<file path="config.mk">
export PLATFORM = sky130hd
export DESIGN_NAME = sonar_rx_quadro_flat
export DESIGN_NICKNAME = d
export VERILOG_FILES = /design/src/rtl/sonar_rx_quadro_if.sv /design/src/rtl/sonar_rx_quadro.sv /design/src/flat_wrapper.sv
export SDC_FILE = /design/constraint.sdc
export NUM_CORES = 1
export LEC_CHECK = 0
export ABC_AREA = 1
export ABC_CLOCK_PERIOD_IN_PS = 2450
export BUFFER_PORTS_ARGS = -buffer_cell sky130_fd_sc_hd__buf_2
export CAP_MARGIN = 20
export CORE_UTILIZATION = 35
export CTS_CLUSTER_DIAMETER = 30
export DETAILED_ROUTE_END_ITERATION = 12
export SETUP_SLACK_MARGIN = 0.1
export SYNTH_ARGS = -nofsm -noshare
export SYNTH_HDL_FRONTEND = slang
export SYNTH_SLANG_ARGS = --single-unit
</file>
<file path="constraint.sdc">
create_clock -name clock -period 2.45 [get_ports clock]
set_clock_uncertainty 0.1 [all_clocks]
set_input_delay 0.1225 -clock clock [delete_from_list [all_inputs] [get_ports clock]]
set_output_delay 0.1225 -clock clock [all_outputs]
set_load 0.01 [all_outputs]
</file>
<file path="src/rtl/sonar_rx_quadro_if.sv">
// ---------------------------------------------------------------------------
// sonar_rx_quadro_if
// Bundles the serial line and the decoded-frame outputs of the sonar receiver.
//   rx          serial input, idle high, asynchronous to the receiver clock
//   angulo      angle, packed BCD {hundreds, tens, units}
//   distancia   distance, packed BCD {hundreds, tens, units}
//   quadro_ok   one-cycle pulse: a new frame was committed
//   quadro_erro one-cycle pulse: malformed byte or framing error
//   db_estado   parser state code for debug displays
// Modports:
//   master  the side that drives the line and consumes the frames (host / bench)
//   slave   the receiver itself
// ---------------------------------------------------------------------------
interface sonar_rx_quadro_if;
  logic        rx;
  logic [11:0] angulo;
  logic [11:0] distancia;
  logic        quadro_ok;
  logic        quadro_erro;
  logic [3:0]  db_estado;

  modport master (
    output rx,
    input  angulo, distancia, quadro_ok, quadro_erro, db_estado
  );

  modport slave (
    input  rx,
    output angulo, distancia, quadro_ok, quadro_erro, db_estado
  );
endinterface

</file>
<file path="src/rtl/sonar_rx_quadro.sv">
// ---------------------------------------------------------------------------
// sonar_rx_quadro
// Host-side receiver for the sonar serial link. Deserialises the 8N1 ASCII
// stream from the sonar controller and parses frames of the form "AAA,DDD#"
// (3 angle digits, comma, 3 distance digits, '#'). The decoded values are
// published as packed BCD together with a one-cycle valid pulse.
//
// Parameters:
//   BIT_CYCLES  clock cycles per serial bit (>= 4)
// Ports:
//   clock  system clock, rising edge
//   reset  asynchronous, active-high
//   bus    sonar_rx_quadro_if.slave: rx in; angulo, distancia, quadro_ok,
//          quadro_erro, db_estado out
// ---------------------------------------------------------------------------
module sonar_rx_quadro #(
  parameter int BIT_CYCLES = 434
) (
  input  logic                   clock,
  input  logic                   reset,
  sonar_rx_quadro_if.slave       bus
);

  localparam int              CW      = $clog2(BIT_CYCLES);
  localparam logic [CW-1:0]   FULL_M1 = CW'(BIT_CYCLES - 1);
  localparam logic [CW-1:0]   HALF_M1 = CW'(BIT_CYCLES / 2 - 1);

  typedef enum logic [1:0] {
    RX_IDLE  = 2'd0,
    RX_START = 2'd1,
    RX_DATA  = 2'd2,
    RX_STOP  = 2'd3
  } rx_state_t;

  typedef enum logic [3:0] {
    P_ANG0  = 4'd0,
    P_ANG1  = 4'd1,
    P_ANG2  = 4'd2,
    P_VIRG  = 4'd3,
    P_DIST0 = 4'd4,
    P_DIST1 = 4'd5,
    P_DIST2 = 4'd6,
    P_FIM   = 4'd7,
    P_SYNC  = 4'd8
  } p_state_t;

  localparam logic [7:0] CH_COMMA = 8'h2C;
  localparam logic [7:0] CH_HASH  = 8'h23;

  function automatic logic is_digit(input logic [7:0] b);
    return (b >= 8'h30) && (b <= 8'h39);
  endfunction

  // -------------------------------------------------------------------------
  // Input synchroniser. Idle level is high so reset must not look like a
  // start bit.
  // -------------------------------------------------------------------------
  logic rx_meta_q, rx_sync_q;

  // NOTE: sequential state uses non-blocking assignments so every register
  // samples the pre-edge value of its neighbours, as real flops do.
  always_ff @(posedge clock or posedge reset) begin
    if (reset) begin
      rx_meta_q <= 1'b1;
      rx_sync_q <= 1'b1;
    end else begin
      rx_meta_q <= bus.rx;
      rx_sync_q <= rx_meta_q;
    end
  end

  // -------------------------------------------------------------------------
  // Byte receiver. START waits half a bit to land on the bit centre, then
  // DATA/STOP sample once per bit period from there.
  // -------------------------------------------------------------------------
  rx_state_t       rx_state_q, rx_state_d;
  logic [CW-1:0]   cnt_q, cnt_d;
  logic [2:0]      bit_q, bit_d;
  logic [7:0]      shift_q, shift_d;
  logic            byte_ok_q, byte_ok_d;
  logic            byte_err_q, byte_err_d;

  always_ff @(posedge clock or posedge reset) begin
    if (reset) begin
      rx_state_q <= RX_IDLE;
      cnt_q      <= '0;
      bit_q      <= '0;
      shift_q    <= '0;
      byte_ok_q  <= 1'b0;
      byte_err_q <= 1'b0;
    end else begin
      rx_state_q <= rx_state_d;
      cnt_q      <= cnt_d;
      bit_q      <= bit_d;
      shift_q    <= shift_d;
      byte_ok_q  <= byte_ok_d;
      byte_err_q <= byte_err_d;
    end
  end

  // NOTE: every signal written here gets a default first, so no path leaves
  // it unassigned and no latch is inferred.
  always_comb begin
    rx_state_d = rx_state_q;
    cnt_d      = cnt_q + 1'b1;
    bit_d      = bit_q;
    shift_d    = shift_q;
    byte_ok_d  = 1'b0;
    byte_err_d = 1'b0;

    unique case (rx_state_q)
      RX_IDLE: begin
        cnt_d = '0;
        if (!rx_sync_q) rx_state_d = RX_START;
      end
      RX_START: begin
        if (cnt_q == HALF_M1) begin
          cnt_d = '0;
          bit_d = '0;
          // A start bit that vanished before its centre is a glitch.
          rx_state_d = rx_sync_q ? RX_IDLE : RX_DATA;
        end
      end
      RX_DATA: begin
        if (cnt_q == FULL_M1) begin
          cnt_d   = '0;
          shift_d = {rx_sync_q, shift_q[7:1]};  // LSB arrives first
          if (bit_q == 3'd7) rx_state_d = RX_STOP;
          else               bit_d      = bit_q + 3'd1;
        end
      end
      RX_STOP: begin
        if (cnt_q == FULL_M1) begin
          cnt_d      = '0;
          byte_ok_d  = rx_sync_q;
          byte_err_d = !rx_sync_q;
          // IDLE checks rx on the very next cycle, so a start bit may follow
          // the stop bit with no idle gap.
          rx_state_d = RX_IDLE;
        end
      end
      default: rx_state_d = RX_IDLE;
    endcase
  end

  // -------------------------------------------------------------------------
  // Frame parser. Digits collect into shadow registers and are only copied to
  // the visible outputs when the terminating '#' arrives, so a broken frame
  // never disturbs the last good values. shift_q is stable here because the
  // next byte cannot shift in its first bit for another half bit period.
  // -------------------------------------------------------------------------
  p_state_t    p_state_q, p_state_d;
  logic [11:0] sh_ang_q, sh_ang_d;
  logic [11:0] sh_dist_q, sh_dist_d;
  logic [11:0] angulo_q, angulo_d;
  logic [11:0] dist_q, dist_d;
  logic        ok_q, ok_d;
  logic        erro_q, erro_d;

  always_ff @(posedge clock or posedge reset) begin
    if (reset) begin
      p_state_q <= P_ANG0;
      sh_ang_q  <= '0;
      sh_dist_q <= '0;
      angulo_q  <= '0;
      dist_q    <= '0;
      ok_q      <= 1'b0;
      erro_q    <= 1'b0;
    end else begin
      p_state_q <= p_state_d;
      sh_ang_q  <= sh_ang_d;
      sh_dist_q <= sh_dist_d;
      angulo_q  <= angulo_d;
      dist_q    <= dist_d;
      ok_q      <= ok_d;
      erro_q    <= erro_d;
    end
  end

  always_comb begin
    p_state_d = p_state_q;
    sh_ang_d  = sh_ang_q;
    sh_dist_d = sh_dist_q;
    angulo_d  = angulo_q;
    dist_d    = dist_q;
    ok_d      = 1'b0;
    erro_d    = 1'b0;

    if (p_state_q == P_SYNC) begin
      // Resynchronise silently on the next good '#'.
      if (byte_ok_q && shift_q == CH_HASH) p_state_d = P_ANG0;
    end else if (byte_err_q) begin
      erro_d    = 1'b1;
      p_state_d = P_SYNC;
    end else if (byte_ok_q) begin
      // Assume the byte is bad; each accepting branch clears that.
      erro_d    = 1'b1;
      p_state_d = P_SYNC;
      unique case (p_state_q)
        P_ANG0: if (is_digit(shift_q)) begin
          sh_ang_d[11:8] = shift_q[3:0];
          erro_d = 1'b0; p_state_d = P_ANG1;
        end
        P_ANG1: if (is_digit(shift_q)) begin
          sh_ang_d[7:4] = shift_q[3:0];
          erro_d = 1'b0; p_state_d = P_ANG2;
        end
        P_ANG2: if (is_digit(shift_q)) begin
          sh_ang_d[3:0] = shift_q[3:0];
          erro_d = 1'b0; p_state_d = P_VIRG;
        end
        P_VIRG: if (shift_q == CH_COMMA) begin
          erro_d = 1'b0; p_state_d = P_DIST0;
        end
        P_DIST0: if (is_digit(shift_q)) begin
          sh_dist_d[11:8] = shift_q[3:0];
          erro_d = 1'b0; p_state_d = P_DIST1;
        end
        P_DIST1: if (is_digit(shift_q)) begin
          sh_dist_d[7:4] = shift_q[3:0];
          erro_d = 1'b0; p_state_d = P_DIST2;
        end
        P_DIST2: if (is_digit(shift_q)) begin
          sh_dist_d[3:0] = shift_q[3:0];
          erro_d = 1'b0; p_state_d = P_FIM;
        end
        P_FIM: if (shift_q == CH_HASH) begin
          angulo_d = sh_ang_q;
          dist_d   = sh_dist_q;
          ok_d     = 1'b1;
          erro_d   = 1'b0; p_state_d = P_ANG0;
        end
        default: ;
      endcase
    end
  end

  assign bus.angulo      = angulo_q;
  assign bus.distancia   = dist_q;
  assign bus.quadro_ok   = ok_q;
  assign bus.quadro_erro = erro_q;
  assign bus.db_estado   = p_state_q;

endmodule

</file>
<file path="src/flat_wrapper.sv">
// flat-port wrapper written by rule: the top's interface ports become plain ports
module sonar_rx_quadro_flat 
#(
  parameter int BIT_CYCLES = 434
)
  (clock, reset, bus_rx, bus_angulo, bus_distancia, bus_quadro_ok, bus_quadro_erro, bus_db_estado);
  sonar_rx_quadro_if bus_i ();
  input  logic clock;
  input  logic reset;
  input wire logic [$bits(bus_i.rx)-1:0] bus_rx;
  output wire logic [$bits(bus_i.angulo)-1:0] bus_angulo;
  output wire logic [$bits(bus_i.distancia)-1:0] bus_distancia;
  output wire logic [$bits(bus_i.quadro_ok)-1:0] bus_quadro_ok;
  output wire logic [$bits(bus_i.quadro_erro)-1:0] bus_quadro_erro;
  output wire logic [$bits(bus_i.db_estado)-1:0] bus_db_estado;
  assign bus_i.rx = bus_rx;
  assign bus_angulo = bus_i.angulo;
  assign bus_distancia = bus_i.distancia;
  assign bus_quadro_ok = bus_i.quadro_ok;
  assign bus_quadro_erro = bus_i.quadro_erro;
  assign bus_db_estado = bus_i.db_estado;
  sonar_rx_quadro #(.BIT_CYCLES(BIT_CYCLES)) u_core (.clock(clock), .reset(reset), .bus(bus_i));
endmodule
</file>
---- After elaboration in Yosys (flattened, before gate mapping) ----
Index checks and enable logic that the tools add are counted.
operators by class
  equality and inequality tests ........... 23
  multiplexer cells ....................... 43
  multipliers ............................. 0
  magnitude comparators ................... 2
  bitwise operators ....................... 2
  div/mod/pow operators ................... 0
  reductions and logical operators ........ 20
  shift operators ......................... 0
  $add $sub $neg .......................... 2
operators by type and width
  cell                                                                number
  two-way mux 4 bit                                                   12
  AND reduction 5 bit                                                 8
  one-hot mux 4 bit (8 select lines)                                  1
  one-hot mux 9 bit (3 select lines)                                  1
  two-way mux 9 bit                                                   2
  == test 4 x 3 -> 1 bit (second input constant)                      4
  == test 8 x 6 -> 1 bit (second input constant)                      2
  two-way mux 1 bit                                                   15
  two-way mux 2 bit                                                   6
  adder 9 x 1 -> 9 bit (second input constant)                        1
  == test 9 x 8 -> 1 bit (second input constant)                      1
  == test 9 bit (second input constant)                               1
  two-way mux 3 bit                                                   3
  == test 4 x 2 -> 1 bit (second input constant)                      2
  greater-or-equal comparator 8 x 6 -> 1 bit (second input constant)  1
  <= comparator 8 x 6 -> 1 bit (second input constant)                1
  inequality test 2 x 1 -> 1 bit (second input constant)              4
  one-hot mux 2 bit (4 select lines)                                  1
  inequality test 2 bit (second input constant)                       3
  one-hot mux 3 bit (2 select lines)                                  1
  OR reduction 6 bit                                                  1
  == test 2 bit (second input constant)                               2
  == test 4 x 1 -> 1 bit (second input constant)                      1
  == test 4 bit (second input constant)                               1
  14 further kinds                                                    17
word-level totals
  memories ................................ 0
  bits in latches ......................... 0
  register bits ........................... 80
  bits in writable memories ............... 0
  memory bits (read-only) ................. 0
  bits of input ports ..................... 3

---- Logic depth before layout (Yosys ltp) ----
Gate-level depths: netlist of run 1.
  depth in word-level cells ............... 7
  gate-level depth with buffers ........... 10
  mapped depth without buffers ............ 10

---- Worst setup path before layout of run 1 ----
OpenSTA, ideal clock, no wires.
  path kind ............................... flip-flop to flip-flop
  start point ............................. register u_core.cnt_q[1]
  end point ............................... register u_core.shift_q[2]
  data required time ...................... 2.228 ns
  data arrival time ....................... 1.355 ns
  path slack .............................. 0.873 ns
  setup time .............................. 0.122 ns
  path buffers ............................ 1
  stages on the path, launching flop included .. 9
  cell sequence ........................... dfrtp_1 -> inv_1 -> ha_1 -> nand2_1 -> nor2_2 -> nand2_4 -> nor3_4 -> buf_6 -> o21ai_1
on the way
  longest elaborated chain between the ends .. 2
ends and longest elaborated chain
  what                                  line                    source
  from (decl)                           sonar_rx_quadro.sv:77   logic [CW-1:0] cnt_q, cnt_d;
  from (signal assigned)                sonar_rx_quadro.sv:93   cnt_q <= cnt_d;
  == test 9 bit                         sonar_rx_quadro.sv:125  if (cnt_q == FULL_M1) begin
  AND reduction 2 bit (no source line)  --
  to (signal assigned)                  sonar_rx_quadro.sv:95   shift_q <= shift_d;
  to (decl)                             sonar_rx_quadro.sv:79   logic [7:0] shift_q, shift_d;
Every way passes these cells.
A chain may end at the register's enable or synchronous reset.

---- Worst setup path after layout of run 1 ----
  start point ............................. register u_core.cnt_q[1]
  end point ............................... register u_core.bit_q[2]
on the way
  longest elaborated chain between the ends .. 3
ends and longest elaborated chain
  what                                                     line                                            source
  == test 9 bit or == test 9 x 8 -> 1 bit (tied branches)  sonar_rx_quadro.sv:125, sonar_rx_quadro.sv:117
  inequality test 2 x 1 -> 1 bit (no source line)          --
  AND reduction 4 bit (no source line) (*)                 --
  to (signal assigned)                                     sonar_rx_quadro.sv:94                           bit_q <= bit_d;
  to (decl)                                                sonar_rx_quadro.sv:78                           logic [2:0] bit_q, bit_d;
Every way passes the cells marked *; elsewhere a longest branch is shown, timed or not.

==> impl_metrics.yaml, run 1 <==
clock_tree:
  ctsLongestPathBuffers: 2
  clk_latency_ns: 0.35
  clkSlewWorstSetupHoldPaths_ns: 0.08
  clock-root-buffer: "clkbuf_8"
  postCtsSetupBuffers: 0
  cts_tree: "built"
  cts_made_buffers: 9
  cts_sinks: 80
  ctsHtreeMaxLevel: 3
drt:
  num_vias: 2618
  drtAntennaViolNets: 0
  drtIter0Drc: 112
  dr.pass1.iters: 4
  vias_per_cell: 4.43
  finalWirelength_um: 6440
  wire_per_inst_um: 10.9
  drc_errors: 0
timing:
  finalMaxSlewViolations: 0
  post-route-min-period_ns: 1.90
  final-hold-violation-count: 0
  setup_viol: 0
  rsz0062_at_grt: "false"
  tightest_slew_ns: 0.727
  max_freq_mhz: 526
  holdWs_ns: 0.257
  setup-tns-final_ns: 0
  relative_slew_slack_pct: 51.4
  post-route-period-util_pct: 77.6
synth:
  synth-seq-area-share_pct: 57.4
  syn-instance-count: 413
  synthDominantCellAreaShare_pct: 55.9
  post_synth_num_cell_types: 27
  postSynthNetCount: 421
  synth.area.top_cells: "dfrtp_1 56%, nand2_1 18%, o21ai_1 4.6%"
  dominant_combinational_cell_family_by_area_after_synthesis: "simple AND/OR/NAND/NOR gates"
  synth_warnings: 0
  synthesis.area_per_instance_um2: 8.45
  synth_compound_area_share_pct: 6.31
  netlist_area_um2: 3490
  arithmetic_cell_share_of_the_synthesized_area_counting_full_adders_half_adders_and_majority_gates_pct: 1.79
  synth_simple_gate_area_share_pct: 27.7
  synth_top_cell_by_area: "dfrtp_1"
  synthXorXnorAreaFrac_pct: 1.25
  post_synth_mux_area_share_pct: 0
  ys_ff_latch: 80
grt:
  via_count_of_the_first_global_routing_pass: 2477
  gr-total-overflow: 0
  grt_max_degree: 44
  initial_antenna_violation_count: 0
  grt_first_pass_wirelength_um: 11100
  grtUsageTotal_pct: 13.7
floorplanning:
  core_area_um2: 9730
  die_width_um: 102
  chipHeight_um: 102
  total_i_o_pin_count: 33
  overall_die_area_um2: 10400
  start_util_pct: 35.9
  placement_rows: 36
power_and_ir_drop:
  vdd.ir_drop.worst_mv: 0.297
  p_leak_nw: 2.15
  p_per_area_nw_per_um2: 569
placed_design:
  port_buf_inserts: 32
  hpwl_after_dpl_um: 4280
  gp_congestion: 0.776
setup_path:
  worst_ep_required_time_ns: 2.64
  critPathMaxStageDelay_ns: 0.57
  critPathKind: "register to register"
  crit_path_cell_trace: "inv_1 -> ha_1 -> nand2_1 -> nor2_2 -> nand2_4 -> nor3_4 -> nand3_1 -> nand2_1"
  cp_max_fo: 19
  critPathSlowestCell: "nor3_4"
  critical_path_arrival_ns: 2.09
  startpoint_type: "register"
  endpoint_kind: "register"
  crit_top_cell: "nand2_1"
finish:
  finish.net_count: 461
  drive_above_1_share_pct: 15.9
  filler_cell_count: 1023
  antenna_cells_inserted: 0
  synthToLayoutAreaGrowth_pct: 14.8
outcome:
  run_status: "complete, no violations"
job:
  max_cap_viol_count: 0
hold_path:
  min_path_type: "register to register"
==> repair_timing <==
action / CTS / global route
hold buffers: 2 / 0
resized for setup: 0 / 0
hold endpoints to repair: 36 / 0
==> cell families after synthesis <==
group	count (synthesis)
AND/OR/NAND/NOR	235
flip-flops	80
buffers and inverters	46
AO/OA/AOI/OAI	42
XOR/XNOR	5
adder cells (fa/ha/maj)	5
==> per-stage QoR <==
step                std cells  utilization (%)  worst slack, ns  instance area, um2  power, mW
finish                    591             41.2            0.549                4010       2.28
global route              591             41.2            0.344                4010       2.38
CTS                       591             41.2            0.527                4010       2.32
detailed placement        573             39.1            0.546                3800       1.38
global placement          573             39.1            0.621                3800       1.38
floorplan                 413                -            0.179                3490       1.37
==> final cells by class <==
class | count | area [um2] | area share [%]
Sequential cell | 80 | 2000 | 50.0
Inverter | 39 | 148 | 3.68
Clock inverter | 6 | 50.0 | 1.25
Clock buffer | 10 | 138 | 3.43
Tap cell | 133 | 166 | 4.15
Multi-Input combinational cell | 287 | 1290 | 32.3
Timing Repair Buffer | 36 | 208 | 5.18
==> where the power goes <==
| group | internal, mW | switching (mW) | leakage (nW) |
|---|---|---|---|
| combinational | 0.00692 | 0.0263 | 0.965 |
| sequential | 1.32 | 0.00132 | 1.10 |
| clock | 0.408 | 0.514 | 0.0899 |
| total | 1.74 | 0.542 | 2.15 |
==> critical path: cells and delay by family (launching register included) <==
| kind | cells | cell delay (ns) |
|---|---|---|
| fa+ha+maj | 1 | 0.14 |
| buf+inv | 1 | 0.08 |
| flops | 1 | 0.40 |
| simple gates | 6 | 1.12 |
==> placed cells by master, fill, tap and decap left out, drive strengths merged <==
cell type,count
clkbuf,10
inv,41
nand2,171
nor2,33
xor2,3
clkinvlp,2
and3,1
ha,5
nand3,23
clkinv,2
nand4,2
xnor2,2
o31ai,1
dfstp,2
dlygate4sd3,2
nor4,1
nor3,4
dfrtp,78
a21oi,5
o21ai,36
buf,34
==> sequential cells by signal, summed over array words and instances (netlist names), named ones only <==
register	flops
u_core.rx_meta_q	1
u_core.rx_sync_q	1
u_core.bus.distancia	12
u_core.sh_dist_q	12
u_core.bus.db_estado	4
u_core.bus.quadro_ok	1
u_core.rx_state_q	1
u_core.bus.angulo	12
u_core.byte_err_q	1
u_core.cnt_q	9
u_core.sh_ang_q	12
u_core.shift_q	8
u_core.byte_ok_q	1
u_core.bit_q	3
u_core.bus.quadro_erro	1
==> cell usage after synthesis <==
library cell / number
nand4_1: 2
o21ai_0: 2
buf_4: 2
dfrtp_1: 78
nand2_1: 166
o21ai_2: 2
nor4_1: 1
ha_1: 5
xnor2_1: 2
o21ai_1: 32
nand3_1: 23
nor2_4: 1
buf_6: 1
inv_1: 30
a21oi_1: 5
nor2_2: 2
and3_1: 1
o31ai_1: 1
nand2_4: 1
nor3_1: 3
nand2_2: 4
nor2_1: 30
inv_2: 9
nor3_4: 1
dfstp_2: 2
xor2_1: 3
buf_2: 4
==> worst paths after layout <==
check / to / startpoint / cells past startpoint / slack, ns
worst max-delay path: u_core.bit_q[2] / u_core.cnt_q[1] / 8 / 0.55
worst min-delay path: u_core.rx_sync_q / u_core.rx_meta_q / 0 / 0.26
worst max register to register: u_core.bit_q[2] / u_core.cnt_q[1] / 8 / 0.55
worst min register to register: u_core.rx_sync_q / u_core.rx_meta_q / 0 / 0.26
max in group asynchronous: u_core.sh_ang_q[4] / reset / 4 / 1.33
min in group asynchronous: u_core.cnt_q[5] / reset / 3 / 0.29
==> layer usage <==
layer	share of wire, %	global-route usage, %
met1	49	16.8
met2	46	23.3
met3	3.4	3.76
met4	1.5	5.05
met5	0	0
(Power assumes the default switching activity.)
==> inputs of run 2 (changes only) <==
--- a/config.mk
+++ b/config.mk
@@ -6,7 +6,7 @@
 export NUM_CORES = 1
 export LEC_CHECK = 0
 export ABC_AREA = 1
-export ABC_CLOCK_PERIOD_IN_PS = 2450
+export ABC_CLOCK_PERIOD_IN_PS = 1680
 export BUFFER_PORTS_ARGS = -buffer_cell sky130_fd_sc_hd__buf_2
 export CAP_MARGIN = 20
 export CORE_UTILIZATION = 35
==> constraint.sdc (replaced) <==
create_clock -name clock -period 1.68 [get_ports clock]
set_clock_uncertainty 0.1 [all_clocks]
set_input_delay 0.084 -clock clock [delete_from_list [all_inputs] [get_ports clock]]
set_output_delay 0.084 -clock clock [all_outputs]
set_load 0.01 [all_outputs]
==> impl_metrics.yaml, run 2 (synthesis results as in run 1) <==
timing:
  post-route-period-util_pct: 92.6
  relative_slew_slack_pct: 74.6
  final-hold-violation-count: 0
  timing.final.ws_setup_ns: 0.125
  setup_viol: 0
  post-route-min-period_ns: 1.55
  tightest_slew_ns: 0.381
  rsz0062_at_grt: "true"
  max_freq_mhz: 643
  finalMaxSlewViolations: 0
  holdWs_ns: 0.156
finish:
  layout_common_cells: "154 x nand2_1, 75 x dfrtp_1, 32 x buf_2"
  stdcell_count: 612
  antenna_cells_inserted: 0
  layout_commonest_cell: "nand2_1"
  drive_above_1_share_pct: 28.2
  filler_cell_count: 982
  final_core_utilization_pct: 46.0
  finish.net_count: 482
  synthToLayoutAreaGrowth_pct: 28.2
drt:
  drc_errors: 0
  vias_per_cell: 4.63
  dr.pass1.iters: 4
  drtIter0Drc: 133
  finalWirelength_um: 7290
  wire_per_inst_um: 11.9
  num_vias: 2835
  drtAntennaViolNets: 0
setup_path:
  r2r_end: "u_core.shift_q[2]"
  critPathMaxStageDelay_ns: 0.39
  worst_ep_required_time_ns: 1.86
  critical-path-top-delay-family: "simple AND/OR/NAND/NOR gates"
  cp.depth: 9
  endpoint_kind: "register"
  crit_top_cell: "nand2_2"
  critPathKind: "register to register"
  crit_path_end: "u_core.shift_q[2]"
  startpoint_type: "register"
  crit-reg2reg-launch: "u_core.cnt_q[1]"
  critical_path_arrival_ns: 1.73
  timing.reg2reg.worst_path_depth: 9
  r2r_setup_slack_ns: 0.13
  cp.buffers_inverters: 2
  cp_max_fo: 8
  crit_path_cell_trace: "inv_2 -> ha_4 -> nand2_2 -> nor2_4 -> nand2_4 -> nor3_4 -> buf_6 -> nand2_2 -> o21ai_1"
  worstSetupStartpoint: "u_core.cnt_q[1]"
  critPathSlowestCell: "dfrtp_1"
hold_path:
  min_path_type: "input pin to async pin"
power_and_ir_drop:
  power.share.switching_pct: 23.5
  clockPowerShare_pct: 43.0
  p_per_area_nw_per_um2: 776
  netSwitchingPower_mw: 0.815
  vdd.ir_drop.worst_mv: 0.438
  p_leak_nw: 2.33
  seq_power_share_pct: 55.6
  total_power_mw: 3.47
  power_report.internal_total_mw: 2.66
  comb_power_share_pct: 1.5
placed_design:
  port_buf_inserts: 32
  gp_congestion: 0.812
  place_ws_ns: -0.00300
  hpwl_after_dpl_um: 4630
  dp_cells: 583
floorplanning:
  start_util_pct: 35.9
  placement_rows: 36
  total_i_o_pin_count: 33
  die_width_um: 102
  overall_die_area_um2: 10400
  core_area_um2: 9730
  chipHeight_um: 102
grt:
  via_count_of_the_first_global_routing_pass: 2662
  gr-total-overflow: 0
  grt_max_degree: 43
  initial_antenna_violation_count: 0
  grtUsageTotal_pct: 15.1
  grt_first_pass_wirelength_um: 12000
outcome:
  run_status: "complete, no violations"
clock_tree:
  cts_sinks: 80
  cts_tree: "built"
  clk_latency_ns: 0.36
  clkSlewWorstSetupHoldPaths_ns: 0.09
  ctsLongestPathBuffers: 2
  cts_made_buffers: 9
  clock-root-buffer: "clkbuf_8"
  ctsHtreeMaxLevel: 3
job:
  max_cap_viol_count: 0
==> run 2: changes by cell type in the layout (fill, tap and decap cells not counted), moves of 4 or more <==
cell,previous run,this run
buf_6,0,4
nand2_1,166,154
nand3_1,23,14
nand3_4,0,4
nand2_2,4,13
inv_1,29,25
nand3_2,0,5
o21ai_2,2,6
buf_4,1,15
==> run 2: worst min-delay path, stage by stage <==
cell and delay, ns:
dlygate4sd3_1 0.53, buf_2 0.13, clkinvlp_4 0.27
==> run 2: worst min path at each step <==
| stage | from | end | slack, ns |
|---|---|---|---|
| 3_5_place_dp | reset | u_core.bus.distancia[3] | -0.002 |
| 6_report | reset | u_core.bus.distancia[3] | 0.16 |
| 3_3_place_gp | reset | u_core.bus.distancia[3] | -0.007 |
| 4_1_cts | reset | u_core.cnt_q[4] | 0.15 |
| 2_1_floorplan | bus_rx | u_core.rx_meta_q | -0.01 |
| 5_1_grt | reset | u_core.cnt_q[6] | 0.19 |
==> run 2: area by class of cell <==
type | instances | area, um2 | share of cell area [%]
clock buffers | 9 | 124 | 2.77
clock inverters | 7 | 83.8 | 1.87
inverters | 39 | 165 | 3.69
multi-input cells | 287 | 1510 | 33.6
flip-flops and latches | 80 | 2010 | 44.9
well taps | 133 | 166 | 3.72
repair buffers | 57 | 423 | 9.45
==> run 2: repair_timing <==
| item | in CTS | in global routing |
|---|---|---|
| gates resized for setup | 17 | 52 |
| endpoints found under the hold margin | 57 | 0 |
| pin swaps | 3 | 10 |
| endpoints found under the setup margin | 53 | 73 |
| buffers inserted | 5 | 4 |
| gates cloned | 1 | 1 |
| hold buffers | 2 | 0 |
==> run 2: through the flow <==
| stage | setup TNS [ns] | cell area, um2 |
|---|---|---|
| 5_1_grt | 0 | 4480 |
| 6_report | 0 | 4480 |
| 3_5_place_dp | -0.00300 | 3880 |
| 2_1_floorplan | 0 | 3490 |
| 4_1_cts | 0 | 4210 |
| 3_3_place_gp | 0 | 3880 |
==> run 2: metal layers <==
layer	track usage, %	routed length [um]	vias to the layer above
li1	-	-	1421
met1	18.3	3270	1354
met2	25.7	3640	45
met3	3.69	240	15
met4	6.15	131	0
met5	0	0	-
==> run 2: power groups by stage <==
stage          sequential (mW)  clock, mW  combinational [mW]
2_1_floorplan             1.97          0              0.0291
3_3_place_gp              1.97          0              0.0500
3_5_place_dp              1.97          0              0.0510
4_1_cts                   1.93       1.56              0.0542
5_1_grt                   1.93       1.63              0.0612
6_report                  1.93       1.49              0.0504
